--- config.mk ---
export PLATFORM = sky130hd
export DESIGN_NAME = tile_guess_scanner
export DESIGN_NICKNAME = d
export VERILOG_FILES = /design/src/rtl/memory_matrix_pkg.sv /design/src/rtl/switch_debouncer.sv /design/src/rtl/tile_guess_scanner.sv
export SDC_FILE = /design/constraint.sdc
export NUM_CORES = 1
export LEC_CHECK = 0
export ABC_AREA = 1
export CAP_MARGIN = 20
export CORE_MARGIN = 10
export CORE_UTILIZATION = 30
export CTS_CLUSTER_SIZE = 40
export DETAILED_ROUTE_END_ITERATION = 8
export MAX_ROUTING_LAYER = met4
export PLACE_DENSITY_LB_ADDON = 0.12
export SYNTH_ARGS = -nofsm -noshare
export SYNTH_HDL_FRONTEND = slang
export SYNTH_SLANG_ARGS = --single-unit
--- constraint.sdc ---
create_clock -name clk -period 2.1 [get_ports clk]
set_input_delay 0.525 -clock clk [delete_from_list [all_inputs] [get_ports clk]]
set_output_delay 0.525 -clock clk [all_outputs]
set_load 0.005 [all_outputs]
--- src/rtl/memory_matrix_pkg.sv ---
// memory_matrix_pkg
// Shared definitions for the tile board: FSM state encodings for the guess
// scanner, default board-size and debounce constants, and a one-hot test
// that the board generator can also use.
// No ports (package).
package memory_matrix_pkg;

  localparam int N_TILES_DEF         = 8;
  localparam int DEBOUNCE_CYCLES_DEF = 500000;

  // Widest switch vector the one-hot helper accepts; narrower vectors are
  // zero-extended by the caller.
  localparam int MAX_TILES = 64;

  typedef enum logic {
    S_IDLE = 1'b0,
    S_HOLD = 1'b1
  } scan_state_t;

  // A non-zero vector with exactly one bit set. Clearing the lowest set bit
  // leaves zero only when a single bit was set.
  function automatic logic is_one_hot(input logic [MAX_TILES-1:0] vec);
    return (vec != '0) && ((vec & (vec - MAX_TILES'(1))) == '0);
  endfunction

endpackage

--- src/rtl/switch_debouncer.sv ---
// switch_debouncer
// Two-flop synchroniser plus a vector-wide debouncer with one shared counter.
// A new switch level is accepted only after the synchronised vector has held
// the same value for DEBOUNCE_CYCLES consecutive cycles. Any bit toggling
// restarts the count for the whole vector.
// Ports:
//   clk     system clock
//   reset   synchronous active-high reset
//   sw_raw  asynchronous raw switches, 1 = pressed
//   stable  debounced switch vector
module switch_debouncer #(
  parameter int N_TILES         = 8,
  parameter int DEBOUNCE_CYCLES = 500000,
  parameter int CNT_W           = 20
) (
  input  logic               clk,
  input  logic               reset,
  input  logic [N_TILES-1:0] sw_raw,
  output logic [N_TILES-1:0] stable
);

  logic [N_TILES-1:0] sync_meta;
  logic [N_TILES-1:0] sync_out;
  logic [N_TILES-1:0] sync_prev;
  logic [CNT_W-1:0]   cnt;

  // The count only runs while the synchronised vector is unchanged from the
  // previous cycle and differs from the accepted level. Reaching the terminal
  // count commits the new level and rearms the counter.
  always_ff @(posedge clk) begin
    if (reset) begin
      sync_meta <= '0;
      sync_out  <= '0;
      sync_prev <= '0;
      cnt       <= '0;
      stable    <= '0;
    end else begin
      sync_meta <= sw_raw;
      sync_out  <= sync_meta;
      sync_prev <= sync_out;
      if ((sync_out != sync_prev) || (sync_out == stable)) begin
        cnt <= '0;
      end else if (cnt == CNT_W'(DEBOUNCE_CYCLES - 1)) begin
        stable <= sync_out;
        cnt    <= '0;
      end else begin
        cnt <= cnt + CNT_W'(1);
      end
    end
  end

endmodule

--- src/rtl/tile_guess_scanner.sv ---
// tile_guess_scanner
// Input front end for the tile board. Debounces the raw switch vector and
// turns each accepted press into exactly one single-cycle guess event
// (one-hot tile plus binary index). Presses with several switches active are
// reported as multi_press instead. A press must be fully released before the
// next one is considered.
// Ports:
//   clk          system clock
//   reset        synchronous active-high reset
//   enable       guess acceptance window
//   sw_raw       asynchronous raw tile switches, 1 = pressed
//   guess_valid  single-cycle pulse for an accepted guess
//   guess_tile   one-hot accepted tile, 0 when guess_valid is low
//   guess_idx    binary index of guess_tile, 0 when guess_valid is low
//   multi_press  single-cycle pulse for a press rejected as multi-switch
//   held         any debounced switch active
module tile_guess_scanner
  import memory_matrix_pkg::*;
#(
  parameter int N_TILES         = N_TILES_DEF,
  parameter int DEBOUNCE_CYCLES = DEBOUNCE_CYCLES_DEF,
  parameter int CNT_W           = 20,
  parameter int IDX_W           = 3
) (
  input  logic               clk,
  input  logic               reset,
  input  logic               enable,
  input  logic [N_TILES-1:0] sw_raw,
  output logic               guess_valid,
  output logic [N_TILES-1:0] guess_tile,
  output logic [IDX_W-1:0]   guess_idx,
  output logic               multi_press,
  output logic               held
);

  logic [N_TILES-1:0] stable;
  scan_state_t        state;
  scan_state_t        state_nxt;
  logic [IDX_W-1:0]   idx_enc;
  logic               valid_nxt;
  logic [N_TILES-1:0] tile_nxt;
  logic [IDX_W-1:0]   idx_nxt;
  logic               multi_nxt;

  switch_debouncer #(
    .N_TILES        (N_TILES),
    .DEBOUNCE_CYCLES(DEBOUNCE_CYCLES),
    .CNT_W          (CNT_W)
  ) u_debouncer (
    .clk   (clk),
    .reset (reset),
    .sw_raw(sw_raw),
    .stable(stable)
  );

  // held follows the debounced vector directly so it adds no latency.
  assign held = (stable != '0);

  // One-hot to binary encoder. Only meaningful when stable is one-hot; index
  // bits above the tile range stay 0 because i never exceeds N_TILES-1.
  always_comb begin
    idx_enc = '0;
    for (int i = 0; i < N_TILES; i++) begin
      if (stable[i]) begin
        idx_enc = IDX_W'(i);
      end
    end
  end

  // A press is judged once, on the first cycle the debounced vector becomes
  // non-zero in S_IDLE. S_HOLD then swallows everything until a full release,
  // so switches added or dropped mid-press and enable changes have no effect.
  always_comb begin
    state_nxt = state;
    valid_nxt = 1'b0;
    tile_nxt  = '0;
    idx_nxt   = '0;
    multi_nxt = 1'b0;
    case (state)
      S_IDLE: begin
        if (stable != '0) begin
          state_nxt = S_HOLD;
          if (enable) begin
            if (is_one_hot(MAX_TILES'(stable))) begin
              valid_nxt = 1'b1;
              tile_nxt  = stable;
              idx_nxt   = idx_enc;
            end else begin
              multi_nxt = 1'b1;
            end
          end
        end
      end
      S_HOLD: begin
        if (stable == '0) begin
          state_nxt = S_IDLE;
        end
      end
      default: state_nxt = S_IDLE;
    endcase
  end

  // State and registered event outputs.
  always_ff @(posedge clk) begin
    if (reset) begin
      state       <= S_IDLE;
      guess_valid <= 1'b0;
      guess_tile  <= '0;
      guess_idx   <= '0;
      multi_press <= 1'b0;
    end else begin
      state       <= state_nxt;
      guess_valid <= valid_nxt;
      guess_tile  <= tile_nxt;
      guess_idx   <= idx_nxt;
      multi_press <= multi_nxt;
    end
  end

endmodule
==> results of run 1 <==
layer usage:
metal | up-vias | share of wire
met4 | 0 | 0.014
met3 | 8 | 0.040
met1 | 930 | 0.57
met2 | 28 | 0.37
li1 | 1232 | -
met5 | - | 0
power by group through the flow:
stage          combinational, µW  clock, µW  sequential, µW
2_1_floorplan                106          0            1310
5_1_grt                      167       1030            1280
3_5_place_dp                 150          0            1310
6_report                     148        930            1280
3_3_place_gp                 149          0            1310
4_1_cts                      151        969            1280
layout by cell type (no fill, tap or decap), types with 2 or more instances in the layout:
cell              n
clkdlybuf4s50_1  23
o21ai_0           2
nor2_4           14
nand3_1           8
xnor2_1           7
nor2_1           78
clkbuf_8          9
nor3_2            2
inv_1            64
dfxtp_2           3
a21oi_1           3
nand2_1          91
inv_2             8
nand4_1          10
nor2_2            4
nand2_2           3
buf_4             5
nor3_1            4
clkinvlp_4        2
dfxtp_1          63
clkinv_2          2
xor2_1           11
area by class of cell:
type | instances | share of cell area
repair buffers | 30 | 0.0860
flip-flops and latches | 66 | 0.380
clock inverters | 6 | 0.0122
multi-input cells | 247 | 0.361
clock buffers | 10 | 0.0366
well taps | 129 | 0.0462
inverters | 73 | 0.0785
repair_timing:
action,CTS,global route
gates resized for setup,7,6
hold buffers,0,0
setup endpoints to repair,1,1
pin swaps,2,2
tightest hold or removal path, cell delays in order (launching register included):
cell and delay [ns]:
dfxtp_1 0.30, inv_1 0.04, nor2_1 0.03
through the flow:
stage | cell area, µm² | total power (µW) | util | hold slack (ns)
2_1_floorplan | 2860 | 1410 | - | 0.388
3_3_place_gp | 3280 | 1460 | 0.354 | 0.390
3_5_place_dp | 3280 | 1460 | 0.354 | 0.392
4_1_cts | 3470 | 2400 | 0.374 | 0.402
5_1_grt | 3490 | 2490 | 0.376 | 0.418
6_report | 3490 | 2360 | 0.376 | 0.397
cell families after synthesis:
kind of cell | after synthesis | share of synthesized area
AOI/OAI and AO/OA | 10 | 0.0223
adders and majority gates | 1 | 0.00437
buffers and inverters | 78 | 0.108
DFF | 66 | 0.462
and+or+nand+nor | 218 | 0.348
xor gates and xnor gates | 18 | 0.0551
sequential cells by signal (all words and copies together), names as in the netlist, 3 cells and up:
name	cells
u_debouncer.sync_meta	8
guess_idx	3
u_debouncer.sync_prev	8
u_debouncer.sync_out	8
guess_tile	8
u_debouncer.cnt	20
u_debouncer.stable	8
final timing paths:
| kind | endpoint | slack (ns) | cells after the start |
|---|---|---|---|
| hold / removal | u_debouncer.sync_out[7] | 0.40 | 2 |
| hold reg to reg | u_debouncer.sync_out[7] | 0.40 | 2 |
| setup reg to reg | u_debouncer.cnt[18] | 0.36 | 7 |
| setup / recovery | held | 0.33 | 5 |
==> metrics.md, run 1 <==
| Metric | Value |
|---|---|
| Total gr overflow | `0` |
| Routed Antenna Nets | `0` |
| Core area | `roughly 9300 µm²` |
| Prevailing post-synth register cell | `dfxtp_1` |
| Yosys warns | `0` |
| Syn_nets | `a little over 400` |
| Comb pwr share | `0.063` |
| Crit path DAT | `approximately 1.3 ns` |
| IO buf count | `24` |
| Synth top cells by count | `nand2_1 (92), nor2_1 (83), dfxtp_1 (66)` |
| Final setup violation count | `0` |
| Crit start category | `flip-flop` |
| Fin crit period | `between 1.5 and 2 ns` |
| Most frequent cell after synthesis | `nand2_1` |
| Max Fclk | `between 500 and 600 MHz` |
| Crit-path leading delay family | `simple AND/OR/NAND/NOR gates` |
| Post-synthesis async set-or-reset flop share | `0` |
| Largest net degree at the start of global routing | `16` |
| Met2 global-route usage | `0.108` |
| Dominant cells by area after synthesis | `dfxtp_1 (46%), nand2_1 (12%), nor2_1 (11%)` |
| Fill count | `approximately 1.0k` |
| DP Cell Count | `~550` |
| Synth unique cells | `30` |
| Slew @ Worst Pin | `between 0.3 and 0.4 ns` |
| PD cells | `676 nW/µm²` |
| Crit Path Class | `flip-flop to output port` |
| Vias/cell | `just under 4` |
| Tcrit/Tclk final | `0.844` |
| Worst min-delay path class | `flip-flop to flip-flop` |
| Hpwl dp | `between 4000 and 5000 µm` |
| Cells along the critical path | `nor2_2, nand2_2, nor2_4, inv_1, dlymetal6s2s_1` |
| NumNets Final | `around 440` |
| Slowest CP cell | `dfxtp_1` |
| Status | `completed` |
| Post-Syn Area | `around 2900 µm²` |
| First-pass GRT wire length | `about 9700 µm` |
| Clk pwr share | `0.394` |
| # diodes | `0` |
| # clock sinks | `between 60 and 70` |
| H-tree Lvls | `3` |
| Final Max Slew Viols | `0` |
| Yosys top cell by area | `dfxtp_1` |
| Seq pwr share | `0.543` |
| Die Height | `~120 µm` |
| Area growth syn-to-layout | `22.0%` |
| Drt first pass iters | `4` |
| Most used routing layer | `met1` |
| Final non-filler cell total | `~560` |
| Mapped Cells | `approximately 400` |
| CP max FO | `3` |
| Leakage | `about 0.0015 µW` |
| Peak supply drop | `between 0.2 and 0.3 mV` |
| Clk_lat worst skew | `0.34 ns` |
| Post-CTS Setup Bufs | `0` |
| Residual DRC count | `0` |
| Synth Register Bits | `66` |
| Fin. Hold Viols | `0` |
| Share of cells above drive strength 1 | `0.137` |
| Synth top area share | `0.462` |
| Max_cap viols | `0` |
| Initial detailed-routing violation count | `between 90 and 100` |
| CTS Buffer Depth | `2` |
| Max_slew headroom | `0.762` |
| CP startpoint | `u_debouncer.stable[0]` |
| Antenna violations before repair | `0` |
| Seq/Total Area, Yosys | `0.462` |
| Average size of a mapped cell | `between 7 and 8 µm²` |
| Internal | `~1800 µW` |
| Cell row count | `35` |
| Final setup TNS | `0 ns` |
| CTS tree | `yes` |
| Number of global-route vias before repair | `about 2.0k` |
| Reg2reg start | `u_debouncer.cnt[0]` |
| Sw frac | `0.255` |
| Die width | `between 100 and 150 µm` |
| Initial core utilization | `0.308` |
| WP data required | `between 1.5 and 2 ns` |
| Clk slew on worst S/H paths | `0.08 ns` |
| Via count | `2198` |
| Area of the multi-input gates | `roughly 1300 µm²` |
| CP max stage delay | `~0.34 ns` |
| I/O pin count | `25` |
| Die area | `roughly 14000 µm²` |
| Number of synthesized flops with an enable pin | `0` |
| Avg WL per Cell | `9.95 µm` |
| P_sw | `between 600 and 700 µW` |
| Clock tree root driver cell | `clkbuf_8` |
| Total Wirelength | `5580 µm` |
| Hold_sp | `u_debouncer.sync_meta[7]` |
| Met3 usage | `0.0369` |
| Clk_skew | `about 0.011 ns` |
| GP Congestion | `approximately 0.84` |
| Worst setup EP type | `output port` |
| Overall Global Routing Usage | `0.0872` |
| Final WS setup | `0.327 ns` |
| Total CTS buffers | `9` |
| RSZ-0062 raised after global routing | `false` |
| WP buf/inv | `2` |
| Worst slack, placed | `about 0.18 ns` |
| Grt met1 use | `0.120` |
| Sequential standard cell area | `1330 µm²` |
Note: power is estimated with default switching activity, not from simulation.
==> run 2: changes to the inputs <==
==> constraint.sdc (replaced) <==
create_clock -name clk -period 1.85 [get_ports clk]
set_input_delay 0.4625 -clock clk [delete_from_list [all_inputs] [get_ports clk]]
set_output_delay 0.4625 -clock clk [all_outputs]
set_load 0.005 [all_outputs]
==> metrics.md, run 2 (synthesis results as in run 1) <==
| Metric | Value |
|---|---|
| RSZ-0062 raised after global routing | `false` |
| Clk_lat worst skew | `roughly 0.34 ns` |
| Seq pwr share | `0.512` |
| Comb pwr share | `0.060` |
| Max_cap viols | `0` |
| Routed Antenna Nets | `0` |
| Drt first pass iters | `4` |
| CP max FO | `4` |
| Avg WL per Cell | `9.87 µm` |
| Sw frac | `0.245` |
| Crit start category | `flip-flop` |
| Via count | `2285` |
| Fin crit period | `around 1.8 ns` |
| PD cells | `roughly 780 nW/µm²` |
| Top reg by flops | `u_debouncer.cnt` |
| Cells along the critical path | `nor2_4, nand2_2, nor2_4, inv_1, dlygate4sd2_1` |
| # diodes | `0` |
| Clk slew on worst S/H paths | `about 0.080 ns` |
| CTS tree | `yes` |
| Most frequent CP cell | `nor2_4` |
| Hpwl dp | `around 4300 µm` |
| IO buf count | `24` |
| Initial detailed-routing violation count | `about 80` |
| Status | `completed` |
| Commonest cells after routing, fill and taps aside | `nand2_1 (90), nor2_1 (78), inv_1 (64), dfxtp_1 (62), clkdlybuf4s50_1 (23)` |
| Max_slew headroom | `0.759` |
| Number of flip-flops in the largest register | `20` |
| WP data required | `between 1 and 1.5 ns` |
| P_sw | `approximately 700 µW` |
| CP max stage delay | `0.37 ns` |
| Max Fclk | `about 560 MHz` |
| Most common cell after layout, fill and taps aside | `nand2_1` |
| Die area | `13800 µm²` |
| Die width | `between 100 and 150 µm` |
| Overall Global Routing Usage | `0.0851` |
| # clock sinks | `66` |
| Internal | `2140 µW` |
| Residual DRC count | `0` |
| Worst min-delay path class | `flip-flop to flip-flop` |
| Share of cells above drive strength 1 | `0.169` |
| Number of global-route vias before repair | `~2.1k` |
| I/O pin count | `25` |
| Core Util, Final | `0.390` |
| Crit-path leading delay family | `flip-flops` |
| Core area | `9280 µm²` |
| Crit Path Class | `flip-flop to output port` |
| Fin. Hold Viols | `0` |
| Crit path DAT | `1.31 ns` |
| Slowest CP cell | `dfxtp_4` |
| Final setup violation count | `0` |
| Clk_skew | `0.0133 ns` |
| First-pass GRT wire length | `about 9600 µm` |
| Clock tree root driver cell | `clkbuf_8` |
| Die Height | `about 120 µm` |
| WP buf/inv | `2` |
| Largest net degree at the start of global routing | `16` |
| CTS Buffer Depth | `2` |
| Initial core utilization | `0.308` |
| Vias/cell | `between 3 and 4` |
| Clk pwr share | `0.427` |
| Tcrit/Tclk final | `0.957` |
| Leakage | `~0.0015 µW` |
| Antenna violations before repair | `0` |
| Total gr overflow | `0` |
| NumNets Final | `451` |
| Area growth syn-to-layout | `26.7%` |
| Final setup TNS | `0 ns` |
| GP Congestion | `0.787` |
| Fill count | `between 1k and 1.5k` |
| Final Max Slew Viols | `0` |
| Reg2Reg Setup Slack | `approximately 0.21 ns` |
| Cell row count | `35` |
| Peak supply drop | `roughly 0.31 mV` |
| Slew @ Worst Pin | `between 0.3 and 0.4 ns` |
| H-tree Lvls | `3` |
| Total CTS buffers | `9` |
| Worst setup EP type | `output port` |
| Total Wirelength | `about 5700 µm` |
## run 2: final cells by class
cell class                      instances  area [µm²]  area share
Multi-Input combinational cell        247        1270       0.351
Clock inverter                          7        77.6      0.0214
Clock buffer                            9         124      0.0342
Tap cell                              129         161      0.0445
Sequential cell                        66        1330       0.367
Timing Repair Buffer                   42         387       0.107
Inverter                               73         274      0.0756
## run 2: worst reg2reg max path, delay by kind of cell, from the launching register on
| kind | cells | cell delay, ns |
|---|---|---|
| simple gates | 5 | 0.56 |
| flops | 1 | 0.35 |
| compound gates | 1 | 0.17 |
| buf+inv | 2 | 0.25 |
| fa+ha+maj | 1 | 0.21 |
## run 2: metrics by stage
| step | std cells | cell area, µm² | setup slack, ns | hold WS [ns] | power [µW] |
|---|---|---|---|---|---|
| after floorplan | 391 | 2860 | 0.315 | 0.388 | 1610 |
| after global placement | 555 | 3360 | 0.0446 | 0.391 | 1660 |
| after detailed placement | 555 | 3360 | 0.0133 | 0.395 | 1660 |
| after CTS | 572 | 3580 | 0.00222 | 0.407 | 2880 |
| after global routing | 573 | 3620 | 0.00207 | 0.426 | 2970 |
| final | 573 | 3620 | 0.0794 | 0.403 | 2840 |
## run 2: power groups by stage
stage,sequential [µW],combinational (µW),clock [µW]
floorplan,1490,120,0
global placement,1490,174,0
detailed placement,1490,174,0
CTS,1460,175,1250
global route,1460,191,1320
finish,1450,172,1210
## run 2: repair_timing
| action | 4_1_cts | 5_1_grt |
|---|---|---|
| resized for setup | 6 | 12 |
| gates cloned | 0 | 0 |
| setup buffers | 1 | 1 |
| hold buffers | 0 | 0 |
| pin swaps | 1 | 6 |
| endpoints found under the setup margin | 1 | 24 |
## run 2: path summary, 6_finish.rpt
path / startpoint / to / cells after the start
max reg2reg: u_debouncer.cnt[0] / u_debouncer.cnt[18] / 9
min: u_debouncer.sync_meta[7] / u_debouncer.sync_out[7] / 2
min reg2reg: u_debouncer.sync_meta[7] / u_debouncer.sync_out[7] / 2
max: u_debouncer.stable[3] / held / 5
## run 2: routing by layer
| layer | track usage | vias to the layer above | share of wire |
|---|---|---|---|
| met5 | - | - | 0 |
| li1 | - | 1255 | - |
| met2 | 0.115 | 38 | 0.39 |
| met1 | 0.112 | 986 | 0.54 |
| met4 | 0.0348 | 0 | 0.013 |
| met3 | 0.0288 | 6 | 0.050 |
==> run 3: changes to the inputs <==
--- a/config.mk
+++ b/config.mk
@@ -7,6 +7,8 @@
 export LEC_CHECK = 0
 export ABC_AREA = 1
 export CAP_MARGIN = 20
+export CELL_PAD_IN_SITES_DETAIL_PLACEMENT = 0
+export CELL_PAD_IN_SITES_GLOBAL_PLACEMENT = 2
 export CORE_MARGIN = 10
 export CORE_UTILIZATION = 30
 export CTS_CLUSTER_SIZE = 40
@@ -15,4 +17,5 @@
 export PLACE_DENSITY_LB_ADDON = 0.12
 export SYNTH_ARGS = -nofsm -noshare
 export SYNTH_HDL_FRONTEND = slang
+export SYNTH_HIERARCHICAL = 1
 export SYNTH_SLANG_ARGS = --single-unit
==> metrics.md, run 3 <==
| Metric | Value |
|---|---|
| Status | `completed` |
| Crit path DAT | `approximately 1.3 ns` |
| Overall Global Routing Usage | `0.0965` |
| Clk slew on worst S/H paths | `roughly 0.080 ns` |
| Core area | `about 9300 µm²` |
| WP buf/inv | `2` |
| Tcrit/Tclk final | `0.925` |
| Crit start category | `flip-flop` |
| Sequential standard cell area | `around 1300 µm²` |
| Hold slack final | `slightly above 0.4 ns` |
| RSZ-0062 raised after global routing | `false` |
| Most frequent CP cell | `nor2_4` |
| Post-Syn Area | `around 2900 µm²` |
| Clk_lat worst skew | `about 0.34 ns` |
| Worst slack, placed | `0.0921 ns` |
| Synth top cells by count | `nand2_1 (93), nor2_1 (75), inv_1 (73)` |
| Peak supply drop | `between 0.2 and 0.3 mV` |
| Leakage | `roughly 0.0015 µW` |
| Dominant cells by area after synthesis | `dfxtp_1 (45%), nand2_1 (12%), nor2_1 (9.7%)` |
| Yosys warns | `6` |
| Post-synthesis async set-or-reset flop share | `0` |
| # hold bufs at CTS | `0` |
| Largest net degree at the start of global routing | `25` |
| Antenna violations before repair | `0` |
| Hpwl dp | `~4800 µm` |
| Residual DRC count | `0` |
| Max_slew headroom | `0.786` |
| CTS tree | `yes` |
| Synth Register Bits | `66` |
| Number of synthesized flops with an enable pin | `0` |
| Fill count | `1022` |
| Routed Antenna Nets | `0` |
| Design area | `~3600 µm²` |
| Vias/cell | `about 4.0` |
| CP max stage delay | `0.37 ns` |
| Most frequent cell after synthesis | `nand2_1` |
| Number of global-route vias before repair | `2276` |
| Clock tree root driver cell | `clkbuf_8` |
| Cells along the critical path | `nor2_4, nand2_2, nor2_4, inv_1, clkdlybuf4s15_1` |
| Core Util, Final | `0.387` |
| Final WS setup | `roughly 0.14 ns` |
| Most common cell after layout, fill and taps aside | `nand2_1` |
| Length of routed wiring on met1 | `roughly 3700 µm` |
| IO buf count | `24` |
| # diodes | `0` |
| Total Wirelength | `approximately 6500 µm` |
| Drt first pass iters | `4` |
| Max_cap viols | `0` |
| I/O pin count | `25` |
| Synth top area share | `0.454` |
| Mapped Cells | `between 400 and 500` |
| Area growth syn-to-layout | `24.2%` |
| Via count | `~2.4k` |
| Die Height | `roughly 120 µm` |
| Synth unique cells | `25` |
| NumNets Final | `around 470` |
| Initial detailed-routing violation count | `112` |
| Number of flip-flops in the largest register | `20` |
| First-pass GRT wire length | `between 10000 and 15000 µm` |
| Fin. Hold Viols | `0` |
| Die width | `roughly 120 µm` |
| Max Used Layer | `met4` |
| Routed wl met2 | `2430 µm` |
| CTS Buffer Depth | `2` |
| H-tree Lvls | `3` |
| Crit Path Class | `flip-flop to output port` |
| GP Congestion | `roughly 0.75` |
| Seq/Total Area, Yosys | `0.454` |
| CP max FO | `6` |
| Yosys top cell by area | `dfxtp_1` |
| Fin crit period | `approximately 1.7 ns` |
| Final setup TNS | `0 ns` |
| Placed inst area | `between 3000 and 4000 µm²` |
| Clk_skew | `between 0.009 and 0.01 ns` |
| Slowest CP cell | `dfxtp_2` |
| Top reg by flops | `u_debouncer/cnt` |
| # clock sinks | `66` |
| Cell row count | `35` |
| Avg WL per Cell | `around 11 µm` |
| Worst min-delay path class | `flip-flop to flip-flop` |
| WP data required | `1.39 ns` |
| Final Max Slew Viols | `0` |
| Worst setup EP type | `output port` |
| Die area | `roughly 14000 µm²` |
| Crit-path leading delay family | `flip-flops` |
| Commonest cells after routing, fill and taps aside | `nand2_1 (91), nor2_1 (74), inv_1 (73), dfxtp_1 (58), clkdlybuf4s50_1 (23)` |
| Slew @ Worst Pin | `~0.32 ns` |
| Final setup violation count | `0` |
| Share of cells above drive strength 1 | `0.175` |
| Total CTS buffers | `9` |
| Area of the multi-input gates | `around 1300 µm²` |
| DR WL met3 | `roughly 260 µm` |
| Initial core utilization | `0.312` |
| Syn_nets | `425` |
| Max Fclk | `just under 600 MHz` |
| Total gr overflow | `0` |
| PD cells | `approximately 760 nW/µm²` |
| Average size of a mapped cell | `around 7 µm²` |
| Prevailing post-synth register cell | `dfxtp_1` |
| Reg2Reg Setup Slack | `approximately 0.21 ns` |
==> run 3: worst paths after layout <==
check                                 from                 endpoint  depth (start not counted)
setup reg to reg        u_debouncer/cnt[0]      u_debouncer/cnt[16]                          9
hold / removal    u_debouncer/sync_meta[4]  u_debouncer/sync_out[4]                          2
setup / recovery     u_debouncer/stable[2]                     held                          5
hold reg to reg   u_debouncer/sync_meta[4]  u_debouncer/sync_out[4]                          2
==> run 3: cell families (layout without fill, tap and decap cells) <==
kind of cell	count (synthesis)	count (layout)	share of synthesized area
buffers and inverters	85	134	0.117
XOR/XNOR	14	14	0.0422
AO/OA/AOI/OAI	11	11	0.0206
AND/OR/NAND/NOR	236	236	0.361
flip-flops	66	66	0.454
adder cells (fa/ha/maj)	1	1	0.00430
==> run 3: final cells by class <==
cell class              count  area share
clock inverters             5      0.0104
repair buffers             39      0.0977
well taps                 129      0.0447
clock buffers              11      0.0419
flip-flops and latches     66       0.371
inverters                  79      0.0821
multi-input cells         262       0.353
==> run 3: worst min-delay path: stages (launching register included) <==
cell and delay, ns:
dfxtp_1 0.30, inv_1 0.04, nor2_1 0.03
==> run 3: metrics by stage <==
stage / total power, µW / std cells
floorplan: 1590 / 413
detailed placement: 1650 / 574
CTS: 2810 / 591
global route: 2880 / 591
finish: 2740 / 591
global placement: 1650 / 574
==> run 3: what timing repair did <==
item,CTS,global route
pin swaps,3,4
setup buffers,1,0
setup endpoints to repair,1,1
gates resized for setup,13,7
gates cloned,0,0
==> run 3: layer usage <==
metal / GRT usage / vias up
met5: - / -
met4: 0.0435 / 0
met3: 0.0248 / 10
met2: 0.129 / 35
met1: 0.132 / 1025
li1: - / 1316
==> run 3: power breakdown <==
part / switching [µW] / total (µW) / internal [µW]
registers: 13.6 / 1450 / 1440
clock network: 570 / 1130 / 564
logic: 96.6 / 159 / 62.5
